[src/rtl/mdu_iter.sv]
// Iterative MIPS multiply/divide unit: radix-2 shift-add multiply and restoring
// divide over WIDTH cycles, with sign fix-up in a final cycle into HI/LO.
module mdu_iter #(
  parameter int WIDTH = 32,
  parameter int CW    = 6
) (
  input  logic             clk,
  input  logic             rst_n,
  input  logic             start,
  input  logic [1:0]       op,
  input  logic [WIDTH-1:0] a,
  input  logic [WIDTH-1:0] b,
  input  logic             abort,
  output logic             busy,
  output logic             done,
  output logic             div_by_zero,
  output logic [WIDTH-1:0] hi,
  output logic [WIDTH-1:0] lo,
  output logic [1:0]       dbg_state
);

  typedef enum logic [1:0] {IDLE = 2'd0, CALC = 2'd1, FIX = 2'd2} state_t;

  localparam logic [CW-1:0] LAST = CW'(WIDTH - 1);

  state_t             state_q, state_d;
  logic [CW-1:0]      cnt_q, cnt_d;
  logic [1:0]         op_q, op_d;
  logic               sa_q, sa_d, sb_q, sb_d, bz_q, bz_d;
  logic [WIDTH-1:0]   opnd_q, opnd_d;
  logic [2*WIDTH-1:0] acc_q, acc_d;
  logic               busy_q, busy_d, done_q, done_d, dbz_q, dbz_d;
  logic [WIDTH-1:0]   hi_q, hi_d, lo_q, lo_d;

  logic [WIDTH-1:0]   mag_a, mag_b, quo_fix, rem_fix;
  logic [WIDTH:0]     mul_sum;
  logic [WIDTH+1:0]   div_trial;
  logic [2*WIDTH-1:0] prod_fix;
  logic               neg_res;

  // Handshake: start is taken only in IDLE (start beats abort there); busy
  // stays high from the accept edge until the FIX edge or an abort edge;
  // done is a single-cycle pulse coincident with the HI/LO update.
  always_comb begin
    state_d = state_q;
    cnt_d   = cnt_q;
    op_d    = op_q;
    sa_d    = sa_q;
    sb_d    = sb_q;
    bz_d    = bz_q;
    opnd_d  = opnd_q;
    acc_d   = acc_q;
    busy_d  = busy_q;
    done_d  = 1'b0;
    dbz_d   = dbz_q;
    hi_d    = hi_q;
    lo_d    = lo_q;

    mag_a     = (op[0] && a[WIDTH-1]) ? -a : a;
    mag_b     = (op[0] && b[WIDTH-1]) ? -b : b;
    mul_sum   = {1'b0, acc_q[2*WIDTH-1:WIDTH]} + (acc_q[0] ? {1'b0, opnd_q} : '0);
    div_trial = {1'b0, acc_q[2*WIDTH-1:WIDTH-1]} - {2'b00, opnd_q};
    neg_res   = op_q[0] & (sa_q ^ sb_q);
    prod_fix  = neg_res ? -acc_q : acc_q;
    quo_fix   = neg_res ? -acc_q[WIDTH-1:0] : acc_q[WIDTH-1:0];
    // Remainder follows the dividend; with a zero divisor it is |a|, so this
    // also rebuilds the original a for the divide-by-zero result.
    rem_fix   = (op_q[0] & sa_q) ? -acc_q[2*WIDTH-1:WIDTH] : acc_q[2*WIDTH-1:WIDTH];

    case (state_q)
      IDLE: begin
        if (start) begin
          state_d = CALC;
          cnt_d   = '0;
          op_d    = op;
          sa_d    = op[0] & a[WIDTH-1];
          sb_d    = op[0] & b[WIDTH-1];
          bz_d    = (b == '0);
          busy_d  = 1'b1;
          dbz_d   = 1'b0;
          if (op[1]) begin
            opnd_d = mag_b;
            acc_d  = {{WIDTH{1'b0}}, mag_a};
          end else begin
            opnd_d = mag_a;
            acc_d  = {{WIDTH{1'b0}}, mag_b};
          end
        end
      end
      CALC: begin
        if (abort) begin
          state_d = IDLE;
          busy_d  = 1'b0;
        end else begin
          if (op_q[1]) begin
            if (!div_trial[WIDTH+1])
              acc_d = {div_trial[WIDTH-1:0], acc_q[WIDTH-2:0], 1'b1};
            else
              acc_d = {acc_q[2*WIDTH-2:0], 1'b0};
          end else begin
            acc_d = {mul_sum, acc_q[WIDTH-1:1]};
          end
          cnt_d = cnt_q + 1'b1;
          if (cnt_q == LAST) state_d = FIX;
        end
      end
      FIX: begin
        state_d = IDLE;
        busy_d  = 1'b0;
        if (!abort) begin
          done_d = 1'b1;
          if (op_q[1]) begin
            hi_d  = rem_fix;
            lo_d  = bz_q ? '1 : quo_fix;
            dbz_d = bz_q;
          end else begin
            {hi_d, lo_d} = prod_fix;
            dbz_d        = 1'b0;
          end
        end
      end
      default: state_d = IDLE;
    endcase
  end

  always_ff @(posedge clk or negedge rst_n) begin
    if (!rst_n) begin
      state_q <= IDLE;
      cnt_q   <= '0;
      op_q    <= '0;
      sa_q    <= 1'b0;
      sb_q    <= 1'b0;
      bz_q    <= 1'b0;
      opnd_q  <= '0;
      acc_q   <= '0;
      busy_q  <= 1'b0;
      done_q  <= 1'b0;
      dbz_q   <= 1'b0;
      hi_q    <= '0;
      lo_q    <= '0;
    end else begin
      state_q <= state_d;
      cnt_q   <= cnt_d;
      op_q    <= op_d;
      sa_q    <= sa_d;
      sb_q    <= sb_d;
      bz_q    <= bz_d;
      opnd_q  <= opnd_d;
      acc_q   <= acc_d;
      busy_q  <= busy_d;
      done_q  <= done_d;
      dbz_q   <= dbz_d;
      hi_q    <= hi_d;
      lo_q    <= lo_d;
    end
  end

  assign busy        = busy_q;
  assign done        = done_q;
  assign div_by_zero = dbz_q;
  assign hi          = hi_q;
  assign lo          = lo_q;
  assign dbg_state   = state_q;

endmodule

[config.mk]
export PLATFORM = sky130hd
export DESIGN_NAME = mdu_iter
export DESIGN_NICKNAME = d
export VERILOG_FILES = /design/src/rtl/mdu_iter.sv
export SDC_FILE = /design/constraint.sdc
export NUM_CORES = 1
export LEC_CHECK = 0
export BUFFER_PORTS_ARGS = -buffer_cell sky130_fd_sc_hd__buf_2
export CAP_MARGIN = 20
export CORE_UTILIZATION = 50
export CTS_CLUSTER_DIAMETER = 80
export DETAILED_ROUTE_END_ITERATION = 10
export PLACE_DENSITY = 0.7
export SETUP_SLACK_MARGIN = 0.2
export SYNTH_ARGS = -nofsm -noshare
export SYNTH_HDL_FRONTEND = slang
export SYNTH_SLANG_ARGS = --single-unit
[constraint.sdc]
create_clock -name clk -period 9.05 [get_ports clk]
set_input_delay 1.3575 -clock clk [delete_from_list [all_inputs] [get_ports clk]]
set_output_delay 1.3575 -clock clk [all_outputs]
set_load 0.01 [all_outputs]
==> out/qor.yml <==
post-route-period-util: 0.469
grt_max_degree: 83
cts_root_buffer: "clkbuf_16"
min_to: "hi[16]"
yosys-top-cells-area: "dfrtp_1 30%, a21oi_1 6.7%, ha_1 6.3%"
worst_pin_slew_ns: 1.11
rsz0062_at_grt: "no"
pwr_density_cell_nw_per_um2: 362
placeableCoreArea_um2: 28700
htreeDepth: 4
yosysWarnings: 0
leakage_nw: 7.35
antenna_found_initial: 2
finalPower_mw: 5.84
power_switching_mw: 3.00
fmax_ghz: 0.236
worstSetupPathType: "flop to flop"
setup_viol: 0
reg2reg_slack_ns: 4.81
yosysSeqAreaShare: 0.302
grt_usage: 0.324
io_buffers: 138
r2r_end: "acc_q[43]"
drc: 0
first_iter_violations: 1437
postSynthCellCount: 1860
peakVddDrop_mv: 0.152
clockPowerShare: 0.136
tns_ns: 0
detailed_place_hpwl_um: 36400
hold_depth: 2
synth_area_um2: 14600
overflow: 0
detail-route-antenna-nets: 0
ys_ff_latch: 176
postCtsSetupBuffers: 0
io_pins: 139
cts.repair.resized: 0
cts_hold_buf: 0
rows: 62
arrival_ns: 4.53
drive_above_1_share: 0.121
wire_per_inst_um: 20.8
syn_to_final_growth_pct: 10.7
cts_tree: "done"
reg2reg_from: "acc_q[49]"
hold_start: "hi[16]"
grt_pass1_wl_um: 76100
die_w_um: 173
status: "finished, final reports clean"
slew_headroom: 0.256
avgSynthCellArea_um2: 7.83
end_kind: "flop"
wirelength_um: 48400
critical_path_required_ns: 9.34
ff2ff_path_depth: 12
yosysUniqueCellTypes: 72
die_area_um2: 29800
clkLatencyLatePin_ns: 0.45
synth_top_area_cell: "dfrtp_1"
place.gp.congestion: 1.02
synth_top_area_share: 0.302
worstPathMaxFanout: 12
slew_viol_final: 0
layout_min_cycle_time_ns: 4.24
switching_share: 0.514
ys.flop_type: "dfrtp_1"
clkSinkCount: 176
power.internal_mw: 2.84
clock_path_buffers: 2
initial_core_util: 0.507
clk_pin_slew_ns: 0.07
holdCritPathClass: "flop to flop"
vias: 14600
vias_per_cell: 6.26
die_y_um: 173
numCtsBuffers: 17
skew_ns: 0.0154
async_reset_ff_frac: 1.00
power_frac_comb: 0.631
report.final.hold_viol_count: 0
nets: 2073
grt_pass1_vias: 13600
synth_edf_count: 0
drv_cap: 0
start_kind: "flop"
p_seq_frac: 0.233
synthMostInstantiatedCell: "nor2_1"
syn_nets: 2005
drt_first_pass_iters: 5
synthTopCellsByCount: "206 x nor2_1, 197 x nand2_1, 196 x a21oi_1, 176 x dfrtp_1, 169 x o21ai_0"
[stage by stage]
stage | util | hold slack [ns] | instances | instance area (um2) | setup WS, ns
2_1_floorplan | - | 0.439 | 1860 | 14600 | 5.25
3_3_place_gp | 0.539 | 0.455 | 2292 | 15500 | 4.85
3_5_place_dp | 0.539 | 0.462 | 2292 | 15500 | 4.77
5_1_grt | 0.562 | 0.494 | 2326 | 16100 | 4.47
6_report | 0.562 | 0.474 | 2327 | 16100 | 4.81
4_1_cts | 0.561 | 0.479 | 2324 | 16100 | 4.85
[layout make-up]
class,count,area (um2)
flip-flops and latches,176,4410
repair buffers,156,852
clock buffers,20,467
diodes,2,5.00
clock inverters,12,150
well taps,384,480
inverters,68,255
multi-input cells,1509,9510
fillers,2775,12600
[layout by cell type (no fill, tap or decap), types with 17 or more instances in the layout]
master,netlist,layout
a211oi_1,24,24
a21o_1,28,28
a21oi_1,196,195
a22oi_1,17,17
a31oi_1,18,18
and3_1,17,17
buf_2,3,137
buf_4,1,17
clkbuf_16,0,17
dfrtp_1,176,175
ha_1,73,73
inv_1,66,66
mux2_2,18,18
mux2i_1,35,35
nand2_1,197,196
nand2b_1,20,19
nand3_1,32,32
nor2_1,206,205
nor3_1,38,38
nor4_1,19,19
o21ai_0,169,169
o31ai_1,19,19
or3_1,17,17
xnor2_1,88,88
xor2_1,82,82
[layer usage]
layer / vias to the layer above / track usage / part of all wire
met1: 6951 / 0.444 / 0.43
li1: 6822 / - / -
met4: 0 / 0.149 / 0.045
met5: - / 0 / 0
met3: 121 / 0.0576 / 0.083
met2: 665 / 0.497 / 0.44
[flip-flops by register name (all words and copies together) (netlist names)]
| signal | count |
|---|---|
| acc_q | 64 |
| busy | 1 |
| bz_q | 1 |
| cnt_q | 6 |
| dbg_state | 2 |
| div_by_zero | 1 |
| done | 1 |
| hi | 32 |
| lo | 32 |
| op_q | 2 |
| opnd_q | 32 |
| sa_q | 1 |
| sb_q | 1 |
[power groups by stage]
stage	clock network, mW	registers, mW	logic, mW
after floorplan	0	1.19	2.74
after global placement	0	1.35	3.55
after detailed placement	0	1.36	3.58
after CTS	0.799	1.34	3.60
after global routing	0.828	1.39	4.01
final	0.795	1.36	3.68
[critical path, cell delays in order, from the launching register on]
cell and delay [ns]:
dfrtp_1 0.52, ha_1 0.47, a21o_1 0.24, a221o_1 0.37
a21oi_1 0.40, o21bai_1 0.11, a221o_1 0.37, o21ai_0 0.18
buf_4 0.24, nand2_1 0.47, buf_4 0.43, mux2i_1 0.16
o221ai_1 0.12
[worst max path at each step]
stage,cells past startpoint,start,slack (ns),endpoint
2_1_floorplan,8,b[15],5.25,acc_q[21]
3_3_place_gp,10,a[5],4.85,acc_q[26]
3_5_place_dp,10,a[5],4.77,acc_q[26]
4_1_cts,13,acc_q[0],4.85,acc_q[62]
5_1_grt,12,acc_q[41],4.47,acc_q[47]
6_report,12,acc_q[49],4.81,acc_q[43]
[logic make-up (layout without fill, tap and decap cells)]
group / Yosys count / after routing / share of synthesized area
and+or+nand+nor: 612 / 612 / 0.194
AOI/OAI and AO/OA: 599 / 599 / 0.252
DFF: 176 / 176 / 0.302
buffers and inverters: 175 / 256 / 0.0457
xor gates and xnor gates: 170 / 170 / 0.102
adders and majority gates: 75 / 75 / 0.0655
muxes: 53 / 53 / 0.0380
other: 0 / 2 / 0
(Power assumes the default switching activity.)
